[config.mk]
export PLATFORM = sky130hd
export DESIGN_NAME = vga_layer_mixer
export DESIGN_NICKNAME = d
export VERILOG_FILES = /design/src/rtl/vga_layer_mixer.sv
export SDC_FILE = /design/constraint.sdc
export NUM_CORES = 1
export LEC_CHECK = 0
export CELL_PAD_IN_SITES_DETAIL_PLACEMENT = 1
export CELL_PAD_IN_SITES_GLOBAL_PLACEMENT = 2
export CORE_ASPECT_RATIO = 1.2
export CORE_MARGIN = 5
export CORE_UTILIZATION = 49
export CTS_CLUSTER_SIZE = 20
export DETAILED_ROUTE_END_ITERATION = 6
export DONT_BUFFER_PORTS = 1
export GPL_TIMING_DRIVEN = 0
export PLACE_DENSITY_LB_ADDON = 0.3
export SLEW_MARGIN = 15
export SYNTH_ARGS = -nofsm -noshare
export SYNTH_HDL_FRONTEND = slang
export SYNTH_SLANG_ARGS = --single-unit
[constraint.sdc]
create_clock -name clk -period 38.6 [get_ports clk]
set_clock_uncertainty 0.15 [all_clocks]
set_input_delay 11.58 -clock clk [delete_from_list [all_inputs] [get_ports clk]]
set_output_delay 11.58 -clock clk [all_outputs]
set_load 0.01 [all_outputs]
[src/rtl/vga_layer_mixer.sv]
// N-layer VGA compositor: aligns per-layer pixels of differing latency, resolves
// priority and colour-key transparency, and emits the pixel with matching delayed timing.
module vga_layer_mixer #(
  parameter int                    N_LAYERS  = 4,
  parameter int                    RGB_W     = 12,
  parameter int                    CNT_W     = 11,
  parameter int                    MAX_LAT   = 3,
  parameter logic [3*N_LAYERS-1:0] LAYER_LAT = {N_LAYERS{3'd0}},
  parameter int                    BG_LAT    = 0,
  parameter bit                    KEY_EN    = 1'b1,
  parameter logic [RGB_W-1:0]      KEY_COLOR = 12'h0F0,
  parameter logic [N_LAYERS-1:0]   EN_RESET  = '1,
  localparam int                   ID_W      = $clog2(N_LAYERS + 1)
) (
  input  logic                      clk,
  input  logic                      rst,
  input  logic [CNT_W-1:0]          hcount_in,
  input  logic [CNT_W-1:0]          vcount_in,
  input  logic                      hsync_in,
  input  logic                      vsync_in,
  input  logic                      hblnk_in,
  input  logic                      vblnk_in,
  input  logic [RGB_W-1:0]          bg_rgb,
  input  logic [N_LAYERS*RGB_W-1:0] layer_rgb,
  input  logic [N_LAYERS-1:0]       layer_valid,
  input  logic [N_LAYERS-1:0]       layer_en_req,
  output logic [CNT_W-1:0]          hcount_out,
  output logic [CNT_W-1:0]          vcount_out,
  output logic                      hsync_out,
  output logic                      vsync_out,
  output logic                      hblnk_out,
  output logic                      vblnk_out,
  output logic [RGB_W-1:0]          rgb_out,
  output logic [ID_W-1:0]           top_id,
  output logic [N_LAYERS-1:0]       layer_en_active,
  output logic                      frame_start
);

  localparam int TW    = 2 * CNT_W + 4;
  localparam int BG_D  = MAX_LAT - BG_LAT;

  if (MAX_LAT < 1 || MAX_LAT > 7) begin : g_bad_max_lat
    $error("vga_layer_mixer: MAX_LAT must be in 1..7");
  end
  if (BG_LAT > MAX_LAT) begin : g_bad_bg_lat
    $error("vga_layer_mixer: BG_LAT exceeds MAX_LAT");
  end

  // Timing delay line: MAX_LAT stages here, the compositing register adds the last one.
  logic [TW-1:0] w_tim_in;
  logic [TW-1:0] r_tim [MAX_LAT];
  logic [TW-1:0] w_tim_al;

  assign w_tim_in = {hcount_in, vcount_in, hsync_in, vsync_in, hblnk_in, vblnk_in};

  always_ff @(posedge clk or posedge rst) begin
    if (rst) begin
      // NOTE: delay lines are plain flops, so clearing them on reset is cheap and makes
      // the refill after reset deterministic (blank-free zero pixels, background colour 0).
      for (int k = 0; k < MAX_LAT; k++) r_tim[k] <= '0;
    end else begin
      // NOTE: non-blocking assignments let every stage sample the previous stage's old
      // value on the same edge; blocking here would collapse the shift register.
      r_tim[0] <= w_tim_in;
      for (int k = 1; k < MAX_LAT; k++) r_tim[k] <= r_tim[k-1];
    end
  end

  assign w_tim_al = r_tim[MAX_LAT-1];

  // Background alignment.
  logic [RGB_W-1:0] w_bg_al;

  if (BG_D <= 0) begin : g_bg_wire
    assign w_bg_al = bg_rgb;
  end else begin : g_bg_pipe
    logic [RGB_W-1:0] r_pipe [BG_D];
    always_ff @(posedge clk or posedge rst) begin
      if (rst) begin
        for (int k = 0; k < BG_D; k++) r_pipe[k] <= '0;
      end else begin
        r_pipe[0] <= bg_rgb;
        for (int k = 1; k < BG_D; k++) r_pipe[k] <= r_pipe[k-1];
      end
    end
    assign w_bg_al = r_pipe[BG_D-1];
  end

  // Frame-latched enable mask.
  logic                r_vblnk_d;
  logic                r_frame_start;
  logic [N_LAYERS-1:0] r_en_active;
  logic                w_vblnk_rise;

  assign w_vblnk_rise = vblnk_in & ~r_vblnk_d;

  always_ff @(posedge clk or posedge rst) begin
    if (rst) begin
      r_vblnk_d     <= 1'b0;
      r_frame_start <= 1'b0;
      r_en_active   <= EN_RESET;
    end else begin
      r_vblnk_d     <= vblnk_in;
      r_frame_start <= w_vblnk_rise;
      if (w_vblnk_rise) r_en_active <= layer_en_req;
    end
  end

  // Per-layer alignment and opacity.
  logic [RGB_W-1:0]    w_lrgb [N_LAYERS];
  logic [N_LAYERS-1:0] w_lvalid;
  logic [N_LAYERS-1:0] w_opaque;

  for (genvar gi = 0; gi < N_LAYERS; gi++) begin : g_layer
    localparam int LAT = int'(LAYER_LAT[3*gi +: 3]);
    localparam int D   = MAX_LAT - LAT;

    logic [RGB_W:0] w_src;
    assign w_src = {layer_valid[gi], layer_rgb[gi*RGB_W +: RGB_W]};

    if (LAT > MAX_LAT) begin : g_bad_lat
      $error("vga_layer_mixer: LAYER_LAT of layer %0d exceeds MAX_LAT", gi);
    end

    if (D <= 0) begin : g_wire
      assign {w_lvalid[gi], w_lrgb[gi]} = w_src;
    end else begin : g_pipe
      logic [RGB_W:0] r_pipe [D];
      always_ff @(posedge clk or posedge rst) begin
        if (rst) begin
          for (int k = 0; k < D; k++) r_pipe[k] <= '0;
        end else begin
          r_pipe[0] <= w_src;
          for (int k = 1; k < D; k++) r_pipe[k] <= r_pipe[k-1];
        end
      end
      assign {w_lvalid[gi], w_lrgb[gi]} = r_pipe[D-1];
    end

    assign w_opaque[gi] = w_lvalid[gi] && r_en_active[gi] &&
                          !(KEY_EN && (w_lrgb[gi] == KEY_COLOR));
  end

  // Priority resolve: later (higher-index) opaque layers override earlier ones.
  logic [RGB_W-1:0] w_rgb_nxt;
  logic [ID_W-1:0]  w_id_nxt;

  always_comb begin
    // NOTE: defaults first so every path assigns both outputs and no latch is inferred.
    w_rgb_nxt = w_bg_al;
    w_id_nxt  = ID_W'(N_LAYERS);
    for (int i = 0; i < N_LAYERS; i++) begin
      if (w_opaque[i]) begin
        w_rgb_nxt = w_lrgb[i];
        w_id_nxt  = ID_W'(i);
      end
    end
    if (w_tim_al[1] || w_tim_al[0]) begin
      w_rgb_nxt = '0;
      w_id_nxt  = ID_W'(N_LAYERS);
    end
  end

  // Compositing register stage.
  logic [TW-1:0]    r_tim_out;
  logic [RGB_W-1:0] r_rgb;
  logic [ID_W-1:0]  r_top_id;

  always_ff @(posedge clk or posedge rst) begin
    if (rst) begin
      r_tim_out <= '0;
      r_rgb     <= '0;
      r_top_id  <= ID_W'(N_LAYERS);
    end else begin
      r_tim_out <= w_tim_al;
      r_rgb     <= w_rgb_nxt;
      r_top_id  <= w_id_nxt;
    end
  end

  assign {hcount_out, vcount_out, hsync_out, vsync_out, hblnk_out, vblnk_out} = r_tim_out;
  assign rgb_out         = r_rgb;
  assign top_id          = r_top_id;
  assign layer_en_active = r_en_active;
  assign frame_start     = r_frame_start;

endmodule

==> impl_results.rst <==
.. list-table::
   :header-rows: 1

   * - Metric
     - Value
   * - Clock transition at the register clock pins on the worst setup and hold paths after CTS
     - 0.06 ns
   * - Final number of setup-violating endpoints
     - 0
   * - IO Port Bufs
     - 0
   * - Arrival time reported for the critical path endpoint
     - 1.10 ns
   * - Worst Setup Slack post-DPL
     - 25.37 ns
   * - Least-Margin Pin Slew
     - 0.795 ns
   * - Synthesized area divided by synthesized cell count
     - 19.8 um^2
   * - Clock latency on the worst-skew pair
     - 0.52 ns
   * - Overall power
     - 0.661 mW
   * - Switching power as a share of total power
     - 20.3%
   * - P_leak
     - 4.45 nW
   * - Routability congestion estimate from global placement
     - 0.758
   * - Synth Instances
     - 438
   * - Maximum net fanout on the critical path
     - 4
   * - Hold Crit Class
     - reg2reg
   * - Via count normalized by instance count
     - 4.99
   * - Sinks on the clock net
     - 316
   * - Area share of the largest cell type after synthesis
     - 89.6%
   * - Router iterations before antenna repair
     - 4
   * - Area growth from synthesis to layout
     - 15.3%
   * - Share of post-route cells with drive strength above 1
     - 13.7%
   * - Via count of the first global-routing pass
     - 4263
   * - Number of nets in the layout
     - 566
   * - Leading post-synthesis cells by cell area
     - sky130_fd_sc_hd__dfrtp_1 90%, sky130_fd_sc_hd__dfstp_2 1.5%, sky130_fd_sc_hd__a31oi_1 0.94%, sky130_fd_sc_hd__a221oi_1 0.81%, sky130_fd_sc_hd__nand2_1 0.73%
   * - Max-cap violation count
     - 0
   * - Warnings, synthesis
     - 0
   * - Detailed-placement wirelength estimate
     - 9740 um
   * - Unrepaired setup endpoints after global routing
     - no
   * - Worst Hold Margin
     - 0.194 ns
   * - Setup_tns
     - 0 ns
   * - Ys flop type
     - sky130_fd_sc_hd__dfrtp_1
   * - Outcome
     - finished clean
   * - Die Footprint
     - 20500 um^2
   * - FMAX
     - 0.0779 GHz
   * - Shortest clock period the worst path allows after layout
     - 12.83 ns
   * - CTS Hold Buffers Added
     - 0
   * - Number of distinct library cells after synthesis
     - 36
   * - Post-route worst setup slack
     - 25.77 ns
   * - Total congestion overflow after global routing
     - 0
   * - Total detailed-routing wirelength
     - 15000 um
   * - TritonCTS clock tree
     - yes
   * - Starting density of the core
     - 49.6%
   * - Share of power burned in registers
     - 54.2%
   * - Clock tree root driver cell
     - sky130_fd_sc_hd__clkbuf_16
   * - Post-CTS setup buffers
     - 0
   * - Final ANT Viol Nets
     - 0
   * - Critical Path Sink Type
     - output pin
   * - Standard-cell rows
     - 53
   * - Io pins
     - 142
   * - Worst supply voltage drop on vdd
     - 37.7 uV
   * - Buffers from clock root to sink, at most
     - 3
   * - Slew HR
     - 47.0%
   * - Cell Pwr Density
     - 66.0 nW/um^2
   * - Fraction of the yosys area taken by sequential cells
     - 91.1%
   * - Total via count in the routed design
     - 3585
   * - Comb pwr share
     - 3.0%
   * - Overall die width
     - 132 um
   * - Total GRT Usage
     - 15.2%
   * - Share of the clock period used by the worst path
     - 33.2%
   * - Final number of hold-violating endpoints
     - 0
   * - Drt drc
     - 0
   * - Maximum number of pins on one net before global-route repair
     - 127
   * - Clock power share
     - 42.8%
   * - Maximum level of the CTS H-tree
     - 1
   * - Total core area
     - 17500 um^2
   * - Number of slew-limit violations in the final report
     - 0
   * - Post-cts sizing count
     - 0
   * - Design internal power
     - 0.527 mW
   * - Global-route wire length before repair
     - 24200 um
   * - WP data required
     - 26.87 ns
   * - Library cell occupying the most area in the post-synthesis netlist
     - sky130_fd_sc_hd__dfrtp_1
   * - Setup crit start kind
     - register
   * - Async SR Flop Fraction
     - 100%
   * - Number of flops mapped to enable cells by yosys
     - 0
   * - Synthesized cell area
     - 8680 um^2
   * - Nets in the synthesized netlist
     - 534
   * - Initial antenna violation count
     - 15
   * - Type of the worst setup path
     - reg2out
   * - Synthesis-stage register bit count
     - 316
   * - WL per Instance
     - 20.9 um
   * - Cts bufs inserted
     - 28
   * - Switching power
     - 0.134 mW
   * - Height of the die
     - 156 um
   * - Violation count after the first detailed-route iteration
     - 215
-- sequential cells by signal (all words and copies together) (netlist names), 4 cells and up --
signal / cells
g_layer.g_pipe.r_pipe: 156
r_tim: 52
r_tim_out: 26
w_tim_al: 26
g_bg_pipe.r_pipe: 24
rgb_out: 12
w_bg_al: 12
layer_en_active: 4
-- logic make-up (layout without fill, tap and decap cells) --
family	Yosys count	count (layout)	synth area share [%]
AOI/OAI and AO/OA	47	47	3.85
muxes	4	4	0.519
and+or+nand+nor	60	60	3.82
other	0	9	0
DFF	316	316	91.1
buffers and inverters	11	62	0.677
-- power by group through the flow --
stage	registers, mW	clock network (mW)	logic (mW)
final	0.358	0.283	0.0196
after floorplan	0.361	0	0.0140
after detailed placement	0.364	0	0.0202
after CTS	0.359	0.292	0.0204
after global placement	0.364	0	0.0188
after global routing	0.360	0.308	0.0226
-- final timing paths --
path,from,to,slack (ns),cells past startpoint
max in group asynchronous,rst,layer_en_active[0],26.00,3
hold / removal,w_tim_al[6],r_tim_out[6],0.19,0
setup reg to reg,layer_en_active[2],rgb_out[8],36.22,6
setup / recovery,layer_en_active[3],layer_en_active[3],25.77,0
hold reg to reg,w_tim_al[6],r_tim_out[6],0.19,0
min in group asynchronous,rst,r_tim[51],10.93,1
-- cell usage after synthesis (5+ instances only) --
cell,n
sky130_fd_sc_hd__clkbuf_1,5
sky130_fd_sc_hd__or3_1,8
sky130_fd_sc_hd__o21ai_0,12
sky130_fd_sc_hd__nor2_1,13
sky130_fd_sc_hd__dfstp_2,5
sky130_fd_sc_hd__a221oi_1,8
sky130_fd_sc_hd__nand2_1,17
sky130_fd_sc_hd__dfrtp_1,311
sky130_fd_sc_hd__a31oi_1,13
-- stage by stage --
step	cells	utilization [%]	instance area [um^2]
4_1_cts	709	57.1	9990
5_1_grt	715	57.1	10000
2_1_floorplan	438	-	8680
3_3_place_gp	658	51.2	8960
6_report	718	57.2	10000
3_5_place_dp	660	51.5	9020
-- layer usage --
metal  global-route usage [%]  routed length [um]
met3                     7.26                1470
met2                     24.3                7470
met1                     18.5                5710
met5                        0                  70
met4                     4.61                 297
-- placed cells by master, fill, tap and decap left out, drive strengths merged, types with 5 or more instances in the layout --
cell / n
or3: 8
clkbuf: 47
diode: 9
o21ai: 12
dfstp: 5
nor2: 13
a221oi: 8
a31oi: 13
nand2: 17
buf: 7
dfrtp: 311
-- layout make-up --
type / instances / area, um^2
sequential: 316 / 7910
inverter: 1 / 11.3
antenna: 9 / 22.5
clock buffer: 42 / 855
tap: 220 / 275
multi-input combinational: 111 / 711
timing repair buffer: 2 / 55.1
clock inverter: 7 / 113
buffer: 10 / 55.1
fill: 1510 / 7500
No activity file was read; power rests on OpenSTA's default activity.
